## src/rtl/rx_frame_decoder.sv

```systemverilog
// Receive-side frame decoder: START/LEN/payload/CSUM/END framing with a
// ping-pong payload store so the last good frame stays readable while the next arrives.
module rx_frame_decoder #(
    parameter int          DATA_W      = 8,
    parameter int          MAX_BYTES   = 16,
    parameter int          IDX_W       = 4,
    parameter int          TIMEOUT_CYC = 100,
    parameter logic [7:0]  SP_START    = 8'h7E,
    parameter logic [7:0]  SP_END      = 8'h7D
) (
    input  logic              ct_rxclk,
    input  logic              reset,
    input  logic              in_valid,
    input  logic [DATA_W:0]   in_data,
    input  logic [IDX_W-1:0]  rd_idx,
    output logic [DATA_W-1:0] rd_data,
    output logic [7:0]        frame_len,
    output logic              frame_valid,
    output logic              busy,
    output logic              err_pulse,
    output logic [2:0]        err_code,
    output logic [7:0]        err_cnt
);

    typedef enum logic [2:0] {
        IDLE = 3'd0,
        BCNT = 3'd1,
        BODY = 3'd2,
        CSUM = 3'd3,
        TAIL = 3'd4
    } state_t;

    localparam int TMR_W = $clog2(TIMEOUT_CYC + 1);
    localparam logic [TMR_W-1:0]  TMR_LAST   = TMR_W'(TIMEOUT_CYC - 1);
    localparam logic [DATA_W-1:0] START_CODE = DATA_W'(SP_START);
    localparam logic [DATA_W-1:0] END_CODE   = DATA_W'(SP_END);
    localparam logic [DATA_W-1:0] MAX_LEN    = DATA_W'(MAX_BYTES);

    localparam logic [2:0] ERR_TIMEOUT  = 3'd1;
    localparam logic [2:0] ERR_LENGTH   = 3'd2;
    localparam logic [2:0] ERR_PROTOCOL = 3'd3;
    localparam logic [2:0] ERR_CHECKSUM = 3'd4;
    localparam logic [2:0] ERR_RESYNC   = 3'd5;

    state_t              state_q, state_d;
    logic [7:0]          cnt_q, cnt_d;
    logic [7:0]          len_q, len_d;
    logic [DATA_W-1:0]   sum_q, sum_d;
    logic [TMR_W-1:0]    timer_q, timer_d;
    logic                bank_sel_q;
    logic [7:0]          frame_len_q;
    logic                frame_valid_q;
    logic                err_pulse_q;
    logic [2:0]          err_code_q;
    logic [7:0]          err_cnt_q;
    logic [DATA_W-1:0]   mem_q [2][MAX_BYTES];

    logic                is_ctrl;
    logic [DATA_W-1:0]   val;
    logic                abort;
    logic [2:0]          abort_code;
    logic                commit;
    logic                wr_en;

    assign is_ctrl = in_data[DATA_W];
    assign val     = in_data[DATA_W-1:0];

    // NOTE: every signal driven here gets a default first, so no path leaves
    // one unassigned and no latch is inferred.
    always_comb begin
        state_d    = state_q;
        cnt_d      = cnt_q;
        len_d      = len_q;
        sum_d      = sum_q;
        timer_d    = timer_q;
        abort      = 1'b0;
        abort_code = 3'd0;
        commit     = 1'b0;
        wr_en      = 1'b0;

        if (state_q == IDLE) begin
            timer_d = '0;
            if (in_valid && is_ctrl && val == START_CODE) begin
                state_d = BCNT;
                cnt_d   = '0;
                sum_d   = '0;
            end
        end else if (in_valid) begin
            timer_d = '0;
            if (is_ctrl && val == START_CODE) begin
                // Resync: drop the partial frame but treat this START as a fresh one.
                abort      = 1'b1;
                abort_code = ERR_RESYNC;
                state_d    = BCNT;
                cnt_d      = '0;
                sum_d      = '0;
            end else begin
                unique case (state_q)
                    BCNT: begin
                        if (is_ctrl) begin
                            abort      = 1'b1;
                            abort_code = ERR_PROTOCOL;
                        end else if (val > MAX_LEN) begin
                            abort      = 1'b1;
                            abort_code = ERR_LENGTH;
                        end else begin
                            len_d   = 8'(val);
                            state_d = (val == '0) ? CSUM : BODY;
                        end
                    end
                    BODY: begin
                        if (is_ctrl) begin
                            abort      = 1'b1;
                            abort_code = ERR_PROTOCOL;
                        end else begin
                            wr_en = 1'b1;
                            sum_d = sum_q + val;
                            cnt_d = cnt_q + 8'd1;
                            if (cnt_q + 8'd1 == len_q) begin
                                state_d = CSUM;
                            end
                        end
                    end
                    CSUM: begin
                        if (is_ctrl) begin
                            abort      = 1'b1;
                            abort_code = ERR_PROTOCOL;
                        end else if (val != sum_q) begin
                            abort      = 1'b1;
                            abort_code = ERR_CHECKSUM;
                        end else begin
                            state_d = TAIL;
                        end
                    end
                    TAIL: begin
                        if (is_ctrl && val == END_CODE) begin
                            commit  = 1'b1;
                            state_d = IDLE;
                        end else begin
                            abort      = 1'b1;
                            abort_code = ERR_PROTOCOL;
                        end
                    end
                    default: state_d = IDLE;
                endcase
                if (abort) begin
                    state_d = IDLE;
                end
            end
        end else begin
            timer_d = timer_q + 1'b1;
            if (timer_q == TMR_LAST) begin
                abort      = 1'b1;
                abort_code = ERR_TIMEOUT;
                state_d    = IDLE;
                timer_d    = '0;
            end
        end
    end

    // NOTE: sequential state uses non-blocking assignments so every register
    // samples the pre-edge values regardless of statement order.
    always_ff @(posedge ct_rxclk or negedge reset) begin
        if (!reset) begin
            state_q       <= IDLE;
            cnt_q         <= '0;
            len_q         <= '0;
            sum_q         <= '0;
            timer_q       <= '0;
            bank_sel_q    <= 1'b0;
            frame_len_q   <= '0;
            frame_valid_q <= 1'b0;
            err_pulse_q   <= 1'b0;
            err_code_q    <= '0;
            err_cnt_q     <= '0;
        end else begin
            state_q       <= state_d;
            cnt_q         <= cnt_d;
            len_q         <= len_d;
            sum_q         <= sum_d;
            timer_q       <= timer_d;
            frame_valid_q <= commit;
            err_pulse_q   <= abort;
            if (commit) begin
                bank_sel_q  <= ~bank_sel_q;
                frame_len_q <= len_q;
            end
            if (abort) begin
                err_code_q <= abort_code;
                if (err_cnt_q != 8'hFF) begin
                    err_cnt_q <= err_cnt_q + 8'd1;
                end
            end
        end
    end

    // NOTE: the payload banks are deliberately not reset; stale contents are
    // hidden by the frame_len mask on the read port.
    always_ff @(posedge ct_rxclk) begin
        if (wr_en) begin
            mem_q[~bank_sel_q][cnt_q[IDX_W-1:0]] <= val;
        end
    end

    assign rd_data     = (8'(rd_idx) < frame_len_q) ? mem_q[bank_sel_q][rd_idx] : '0;
    assign frame_len   = frame_len_q;
    assign frame_valid = frame_valid_q;
    assign busy        = (state_q != IDLE);
    assign err_pulse   = err_pulse_q;
    assign err_code    = err_code_q;
    assign err_cnt     = err_cnt_q;

endmodule

```

## config.mk

```make
export PLATFORM = sky130hd
export DESIGN_NAME = rx_frame_decoder
export DESIGN_NICKNAME = d
export VERILOG_FILES = /design/src/rtl/rx_frame_decoder.sv
export SDC_FILE = /design/constraint.sdc
export NUM_CORES = 1
export LEC_CHECK = 0
export CAP_MARGIN = 20
export CORE_ASPECT_RATIO = 0.8
export CORE_MARGIN = 2
export CORE_UTILIZATION = 46
export CTS_CLUSTER_DIAMETER = 40
export DETAILED_ROUTE_END_ITERATION = 12
export DONT_BUFFER_PORTS = 1
export PLACE_DENSITY_LB_ADDON = 0.3
export SYNTH_ARGS = -nofsm -noshare
export SYNTH_HDL_FRONTEND = slang
export SYNTH_SLANG_ARGS = --single-unit
```

## constraint.sdc

```tcl
create_clock -name ct_rxclk -period 2.6 [get_ports ct_rxclk]
set_input_delay 0.26 -clock ct_rxclk [delete_from_list [all_inputs] [get_ports ct_rxclk]]
set_output_delay 0.26 -clock ct_rxclk [all_outputs]
set_load 0.03 [all_outputs]
```

==> impl_metrics.ini, run 1 <==
[global_routing]
grt_max_degree = 65
gr-usage-all-layers = 0.206
grt_pass1_wl_um = 47000
grt_antenna_before_repair = 0
overflow = 0
grt_pass1_vias = 7704

[run_status]
violations = DRC, setup timing
status = finished, violations left

[critical_path]
timing.rr.end = err_cnt[1]
path_cells = buf_12 -> buf_12 -> buf_16 -> mux4_2 -> mux4_2 -> a21oi_4 -> nor2_4
end_kind = output port
critPathLaunchType = flip-flop
worst-path-max-fanout = 6
crit_family = multiplexers
r2r_cells = 7
critPathSlowestCell = mux4_2
crit_type = reg2out
worstReg2RegStart = sum_q[2]
r2r_slack_ns = 0.15
worstPathRequired_ns = 2.34
cp_data_arrival_time_ns = 2.67
worst-path-buf-inv = 3
cp_slowest_stage_delay_ns = 0.51

[routing]
vias = 7416
drt_first_pass_iters = 9
antenna_left = 0
drc = 6
post_drt_wl_per_cell_um = 24.0
drt_iter0_markers = 664
vias_per_cell = 5.88
wl_um = 30300

[synthesis]
synth.area.top_cells = edfxtp_1 58%, dfrtp_1 11%, mux4_2 9.0%
ys_ff_latch = 312
synth_top_area_frac = 0.576
synth-main-ff-cell = edfxtp_1
synth_cell_types = 64
syn_inst = 778
synth_edf_count = 256
syn-num-nets = 811
yosys_warnings = 0
syn_avg_cell_area_um2 = 17.1
synthesis.area_mm2 = 0.0133
async_reset_ff_frac = 0.179
seq_area_frac_synth = 0.682
synth_top_area_cell = edfxtp_1

[timing]
finalHoldViolations = 0
finalCritPeriodShare = 1.13
setup_slack_ns = -0.327
worstMarginPinSlew_ns = 0.720
setup_viol = 8
rsz0062_at_grt = true
slew_headroom = 0.520
final.setup_skew_ns = 0.0212
min_period_ns = 2.93
clock.fmax_mhz = 342
fin_hold_ws_ns = 0.0176
slew_violations = 0

[die]
core_mm2 = 0.0284
die_w_um = 194
num_io_pins = 46
initial_utilization = 0.469
fp-row-count = 55
die_area_mm2 = 0.0304
die_y_um = 156

[clocking]
cts_buffers = 34
root_buffer = clkbuf_16
clkTransAtPathRegs_ns = 0.06
cts_buffer_depth = 3
cts_tree = yes
insertion_delay_ns = 0.52
htree_levels = 2
clock-sinks = 312

[power]
ir_drop_mv = 0.633
power_density_mw_per_mm2 = 750
total_power_w = 0.0118
p_leak_nw = 5.46

[placed_design]
gp_congestion = 0.799
port-buffer-count = 0
placed_cells = 1174
dpl-instance-area_mm2 = 0.0140
dp.final_hpwl_um = 18300
dp_slack_ns = 0.0709

[cells_and_area]
seq_area_mm2 = 0.00909
drive_gt1_frac = 0.264
finalNonFillerCells = 1261
synthToLayoutAreaGrowth_pct = 18.4
multi_input_area_mm2 = 0.00411
finish.net_count = 898
fin_area_mm2 = 0.0158
nFillCells = 2169

[min_path]
hp-start = in_data[7]
hold_depth = 3
min_path_type = in2reg
hold_path_end = sum_q[7]

[job]
cap_viol_max_count = 0
-- worst min-delay path, cell delays in order --
cell      delay (ns)
nand3_1         0.08
a31oi_1         0.08
nand2b_1        0.06
-- state kept, by name (all words and copies together), names as in the netlist --
register	flops
timer_q	7
frame_valid	1
state_q	3
cnt_q	8
err_code	3
sum_q	8
err_cnt	8
frame_len	8
mem_q	256
err_pulse	1
len_q	8
bank_sel_q	1
-- cell type report --
class,instances,area share
Antenna cell,1,0.000158
Timing Repair Buffer,85,0.0583
Clock inverter,21,0.0156
Multi-Input combinational cell,419,0.260
Sequential cell,312,0.576
Clock buffer,40,0.0573
Inverter,13,0.00309
Tap cell,370,0.0293
-- cell usage after synthesis, types with 5 or more instances --
cell type / number
xor2_1: 6
nor2b_1: 12
nor2_1: 63
inv_1: 13
clkbuf_1: 9
a211oi_1: 15
a21o_1: 5
ha_1: 16
nand4_1: 6
edfxtp_1: 256
nor3_1: 5
xnor2_1: 21
nand3_1: 14
mux4_2: 53
buf_2: 12
mux4_1: 20
a31oi_1: 7
and3_1: 6
a21oi_1: 15
o21ai_0: 23
dfrtp_1: 56
mux2i_1: 8
nand2_1: 51
and2_1: 7
-- logic make-up (layout without fill, tap and decap cells) --
family | Yosys count | in the layout | share of synthesized area
AOI/OAI and AO/OA | 95 | 95 | 0.0485
DFF | 312 | 312 | 0.682
and+or+nand+nor | 193 | 193 | 0.0723
muxes | 87 | 87 | 0.141
buffers and inverters | 47 | 159 | 0.0222
xor gates and xnor gates | 27 | 27 | 0.0177
other | 0 | 1 | 0
adders and majority gates | 17 | 17 | 0.0165
-- cell usage in the layout, fill, tap and decap left out, drive strengths merged, types with 3 or more instances in the layout --
cell type | netlist | routed
a211oi | 16 | 16
a21o | 5 | 5
a21oi | 15 | 15
a22o | 4 | 4
a31oi | 7 | 7
and2 | 7 | 7
and3 | 6 | 6
buf | 22 | 79
bufinv | 0 | 4
clkbuf | 10 | 40
clkinv | 0 | 9
dfrtp | 56 | 56
dlygate4sd3 | 1 | 5
edfxtp | 256 | 256
ha | 16 | 16
inv | 13 | 20
mux2 | 6 | 6
mux2i | 8 | 8
mux4 | 73 | 73
nand2 | 51 | 51
nand2b | 4 | 4
nand3 | 14 | 14
nand3b | 4 | 4
nand4 | 7 | 7
nor2 | 63 | 63
nor2b | 12 | 12
nor3 | 7 | 7
nor3b | 5 | 5
nor4 | 3 | 3
o211ai | 3 | 3
o21ai | 24 | 24
o31ai | 4 | 4
o32ai | 3 | 3
o41ai | 4 | 4
or3 | 3 | 3
xnor2 | 21 | 21
xor2 | 6 | 6
-- power breakdown --
part           internal [W]  leakage, nW  switching [W]  total (W)
Sequential          0.00555         3.05       0.000245    0.00580
Clock               0.00293        0.565        0.00198    0.00491
Combinational      0.000482         1.85       0.000643    0.00113
-- worst max path at each step --
stage	start	to	slack [ns]	depth (start not counted)
detailed placement	bank_sel_q	rd_data[4]	0.07	5
global route	bank_sel_q	rd_data[5]	-0.38	7
CTS	bank_sel_q	rd_data[2]	-0.34	7
finish	bank_sel_q	rd_data[5]	-0.33	7
floorplan	bank_sel_q	rd_data[4]	0.43	8
global placement	bank_sel_q	rd_data[4]	0.05	5
-- repair_timing --
item                                    CTS  global route
endpoints found under the setup margin    8             8
pin swaps                                 7             4
hold buffers                             12             0
resized for setup                        48             7
cloned                                    3             0
buffers inserted                          8             0
endpoints found under the hold margin   319             0
-- through the flow --
step                setup TNS (ns)   util
finish                       -2.37  0.556
global route                 -2.80  0.555
CTS                          -2.47  0.554
detailed placement               0  0.494
global placement                 0  0.494
floorplan                        0      -
-- per-layer routing --
metal  track usage  up-vias  share of wire
met4        0.0495        0          0.017
met3        0.0418       45          0.061
met2         0.326      212           0.46
li1              -     3280              -
met5             0        -              0
met1         0.298     3879           0.46
Power figures use the tool's default switching activity.
==> run 2: changes to the inputs <==
--- a/config.mk
+++ b/config.mk
@@ -6,7 +6,7 @@
 export NUM_CORES = 1
 export LEC_CHECK = 0
 export CAP_MARGIN = 20
-export CORE_ASPECT_RATIO = 0.8
+export CORE_ASPECT_RATIO = 0.5
 export CORE_MARGIN = 2
 export CORE_UTILIZATION = 46
 export CTS_CLUSTER_DIAMETER = 40
==> run 2 against run 1 <==
Effect of this change:
- the run ends with setup timing left
- via count grew 0.58%
- register-to-register slack worse by 0.03 ns
- clock skew increased by 0.0036 ns
- critical path depth down 1
==> impl_metrics.ini, run 2 (synthesis results as in run 1) <==
[power]
p_int_w = 0.00865
p_sw_w = 0.00280
p_clk_frac = 0.393
p_leak_nw = 5.39
combPwrFrac = 0.099
sequentialPowerShare = 0.508
sw_frac_of_total = 0.245
ir_drop_mv = 0.696
power_density_mw_per_mm2 = 730

[placed_design]
port-buffer-count = 0
gp_congestion = 0.821
dp_slack_ns = 0.0635
dp.final_hpwl_um = 18300
dpl-instance-area_mm2 = 0.0140

[die]
initial_utilization = 0.475
die_y_um = 124
die_area_mm2 = 0.0305
fp-row-count = 43
die_w_um = 245
core_mm2 = 0.0281
num_io_pins = 46

[critical_path]
worst-path-max-fanout = 7
worstReg2RegStart = sum_q[2]
end_kind = output port
cp_data_arrival_time_ns = 2.69
critPathLaunchType = flip-flop
crit_start = bank_sel_q
worstPathRequired_ns = 2.34
crit_type = reg2out

[global_routing]
grt_max_degree = 65
overflow = 0
grt_antenna_before_repair = 0
gr-usage-all-layers = 0.208
grt_pass1_vias = 7452
grt_pass1_wl_um = 47500

[clocking]
clkTransAtPathRegs_ns = 0.07
clock-sinks = 312
cts_tree = yes
root_buffer = clkbuf_16
cts_buffer_depth = 3
cts_buffers = 31
htree_levels = 1
insertion_delay_ns = 0.57

[cells_and_area]
layout_common_cells = 256 x edfxtp_1, 58 x buf_4, 56 x nor2_1
final_util = 0.558
fin_area_mm2 = 0.0157
layout_commonest_cell = edfxtp_1
synthToLayoutAreaGrowth_pct = 17.5
finish.net_count = 895
drive_gt1_frac = 0.248
largest_reg_flops = 256

[routing]
drt_iter0_markers = 736
drc = 0
vias = 7459
wl_um = 30900
post_drt_wl_per_cell_um = 24.3
antenna_left = 0
drt_first_pass_iters = 5
vias_per_cell = 5.88

[min_path]
min_path_type = in2reg
hp-start = in_data[0]

[timing]
final.setup_skew_ns = 0.0248
finalHoldViolations = 0
slew_headroom = 0.547
setup_slack_ns = -0.355
finalCritPeriodShare = 1.14
min_period_ns = 2.95
setup_viol = 8
clock.fmax_mhz = 338
worstMarginPinSlew_ns = 0.676
rsz0062_at_grt = true
slew_violations = 0

[run_status]
status = finished, violations left
violations = setup timing

[job]
cap_viol_max_count = 0
-- run 2: worst paths after layout --
kind	cells after the start	end	slack, ns
min	1	mem_q[1][120]	0.02
max in group asynchronous	2	bank_sel_q	2.08
min in group asynchronous	2	err_cnt[4]	0.23
max	6	rd_data[4]	-0.35
max reg2reg	7	err_cnt[7]	0.12
min reg2reg	1	timer_q[0]	0.46
-- run 2: layout make-up --
cell class              count  area, um^2
fillers                  2179       12400
inverters                  13        48.8
repair buffers             85         900
flip-flops and latches    312        9090
well taps                 382         478
clock inverters            20         229
multi-input cells         419        4130
clock buffers              37         798
diodes                      1        2.50
-- run 2: critical path, cell delays in order, from the launching register on --
cell	delay (ns)
dfrtp_4	0.53
buf_6	0.13
clkbuf_16	0.14
mux4_2	0.54
mux4_2	0.53
a21oi_2	0.19
nor2_4	0.09
-- run 2: metrics by stage --
step / power, W / instances / hold WS (ns) / TNS [ns]
floorplan: 0.00665 / 778 / -0.0356 / 0
global placement: 0.00682 / 1177 / -0.0341 / 0
detailed placement: 0.00686 / 1177 / -0.0341 / 0
CTS: 0.0115 / 1261 / 0.00700 / -2.85
global route: 0.0119 / 1268 / 0.0132 / -3.26
finish: 0.0114 / 1269 / 0.0220 / -2.67
-- run 2: layer usage --
metal  wire length (um)  GRT usage
met1              13900      0.318
met2              14300      0.322
met3               2350     0.0364
met4                357     0.0316
met5                  0          0
-- run 2: what timing repair did --
item,in CTS,in global routing
cloned,2,1
setup buffers,8,5
hold endpoints to repair,323,0
hold buffers,17,0
resized for setup,29,15
setup endpoints to repair,8,10
pin swaps,2,10
-- run 2: power by group through the flow --
stage	clock network [W]	registers (W)	logic, W
floorplan	0	0.00585	0.000796
global placement	0	0.00591	0.000916
detailed placement	0	0.00591	0.000943
CTS	0.00458	0.00581	0.00111
global route	0.00478	0.00583	0.00126
finish	0.00450	0.00581	0.00113
==> run 3: changes to the inputs <==
--- a/config.mk
+++ b/config.mk
@@ -13,6 +13,7 @@
 export DETAILED_ROUTE_END_ITERATION = 12
 export DONT_BUFFER_PORTS = 1
 export PLACE_DENSITY_LB_ADDON = 0.3
+export SLEW_MARGIN = 20
 export SYNTH_ARGS = -nofsm -noshare
 export SYNTH_HDL_FRONTEND = slang
 export SYNTH_SLANG_ARGS = --single-unit
==> run 3 against run 2 <==
Effect of this change:
- the flow still finishes with violations (setup timing)
- count of clock-buffer cells in the layout is the same
- via count is 0.38% lower
- clock skew down 0.0017 ns
- register-to-register slack about the same
- flip-flop and latch count did not move
- final area down 0.13%
- worst hold slack improved by 0.0041 ns
- worst setup slack worse by 0.0053 ns
- global-route usage unchanged
- final cell count about the same
- fmax decreased by 0.18%
- combinational power is essentially flat
==> impl_metrics.ini, run 3 (synthesis results as in run 1) <==
[run_status]
status = finished, violations left
violations = setup timing

[global_routing]
gr-usage-all-layers = 0.208
grt_pass1_vias = 7452
use_met2 = 0.322
grt_antenna_before_repair = 0
overflow = 0
grt_use_met1 = 0.318
gr-max-usage-layer = met2
grt_max_degree = 65
grt_util_met3 = 0.0364
grt_pass1_wl_um = 47500

[clocking]
clkTransAtPathRegs_ns = 0.07
root_buffer = clkbuf_16
cts_buffers = 31
clock-sinks = 312
cts_tree = yes
htree_levels = 1
cts_buffer_depth = 3
insertion_delay_ns = 0.57

[timing]
setup_slack_ns = -0.360
rsz0062_at_grt = true
worstMarginPinSlew_ns = 0.677
slew_headroom = 0.546
tns_ns = -2.73
finalCritPeriodShare = 1.14
fin_hold_ws_ns = 0.0261
final.setup_skew_ns = 0.0232
slew_violations = 0
setup_viol = 8
min_period_ns = 2.96
clock.fmax_mhz = 338
finalHoldViolations = 0

[placed_design]
dp.final_hpwl_um = 18300
gp_congestion = 0.821
dpl-instance-area_mm2 = 0.0140
port-buffer-count = 0

[die]
num_io_pins = 46
die_area_mm2 = 0.0305
core_mm2 = 0.0281
fp-row-count = 43
initial_utilization = 0.475
die_y_um = 124
die_w_um = 245

[routing]
wl_um = 30900
drt_first_pass_iters = 5
antenna_left = 0
post_drt_wl_per_cell_um = 24.4
drc = 0
drt_iter0_markers = 679
vias_per_cell = 5.86
vias = 7431

[critical_path]
crit_type = reg2out
cp_slowest_stage_delay_ns = 0.54
cp_data_arrival_time_ns = 2.70
r2r_cells = 7
critPathLaunchType = flip-flop
worstPathRequired_ns = 2.34
crit_top_cell = mux4_2
timing.rr.end = err_cnt[7]
r2r_slack_ns = 0.11
worst-path-max-fanout = 7
worst-path-buf-inv = 2
path_cells = buf_6 -> clkbuf_16 -> mux4_2 -> mux4_2 -> a21oi_2 -> nor2_4
end_kind = output port
crit_family = multiplexers
worstReg2RegStart = sum_q[2]
critPathSlowestCell = dfrtp_4

[cells_and_area]
largest_reg_flops = 256
fin_area_mm2 = 0.0157
layout_commonest_cell = edfxtp_1
drive_gt1_frac = 0.249
layout_common_cells = 256 x edfxtp_1, 58 x buf_4, 56 x nor2_1
multi_input_area_mm2 = 0.00413
final_util = 0.557
finish.net_count = 894
nFillCells = 2180
synthToLayoutAreaGrowth_pct = 17.4
seq_area_mm2 = 0.00909

[power]
total_power_w = 0.0114
power_density_mw_per_mm2 = 731
ir_drop_mv = 0.696
p_leak_nw = 5.39

[min_path]
hp-start = in_data[2]
hold_path_end = mem_q[0][114]
min_path_type = in2reg
hold_depth = 1

[job]
cap_viol_max_count = 0
## run 3: cell types whose count changed in the layout (fill, tap and decap cells not counted), sizes merged
| cell | previous run | this run |
|---|---|---|
| dlygate4sd3 | 9 | 8 |
## run 3: what timing repair did
| item | CTS | global route |
|---|---|---|
| resized for setup | 29 | 15 |
| setup endpoints to repair | 8 | 10 |
| endpoints found under the hold margin | 323 | 0 |
| hold buffers | 17 | 0 |
| pin swaps | 2 | 10 |
| buffers inserted | 8 | 5 |
| gates cloned | 2 | 1 |
## run 3: worst max path at each step
stage,to,startpoint,slack (ns),depth (start not counted)
after global placement,rd_data[6],bank_sel_q,0.04,5
after global routing,rd_data[1],bank_sel_q,-0.44,6
final,rd_data[4],bank_sel_q,-0.36,6
after detailed placement,rd_data[0],bank_sel_q,0.06,7
after floorplan,rd_data[4],bank_sel_q,0.43,8
after CTS,rd_data[5],bank_sel_q,-0.38,6
## run 3: where the power goes
part / internal, W / switching [W]
clock: 0.00261 / 0.00190
sequential: 0.00555 / 0.000256
combinational: 0.000483 / 0.000647
## run 3: through the flow
step	setup WS [ns]	std cells
after floorplan	0.430	778
after global placement	0.0380	1177
after detailed placement	0.0635	1177
after CTS	-0.383	1261
after global routing	-0.441	1267
final	-0.360	1268
## run 3: worst reg2reg max path, cell delays in order (launching register included)
cell	delay (ns)
dfrtp_1	0.38
ha_1	0.35
nor4_1	0.50
nand4_1	0.28
o2111ai_1	0.22
a211oi_4	0.16
nand4_1	0.15
mux2_1	0.33
## run 3: layout make-up
class / instances / area share
tap: 382 / 0.0305
inverter: 13 / 0.00312
clock inverter: 20 / 0.0146
clock buffer: 37 / 0.0510
multi-input combinational: 419 / 0.264
antenna: 1 / 0.000160
sequential: 312 / 0.581
timing repair buffer: 84 / 0.0562
## run 3: layer usage
layer | wire length [um] | up-vias
li1 | - | 3261
met1 | 13700 | 3870
met2 | 14200 | 263
met3 | 2620 | 37
met4 | 352 | 0
met5 | 0 | -
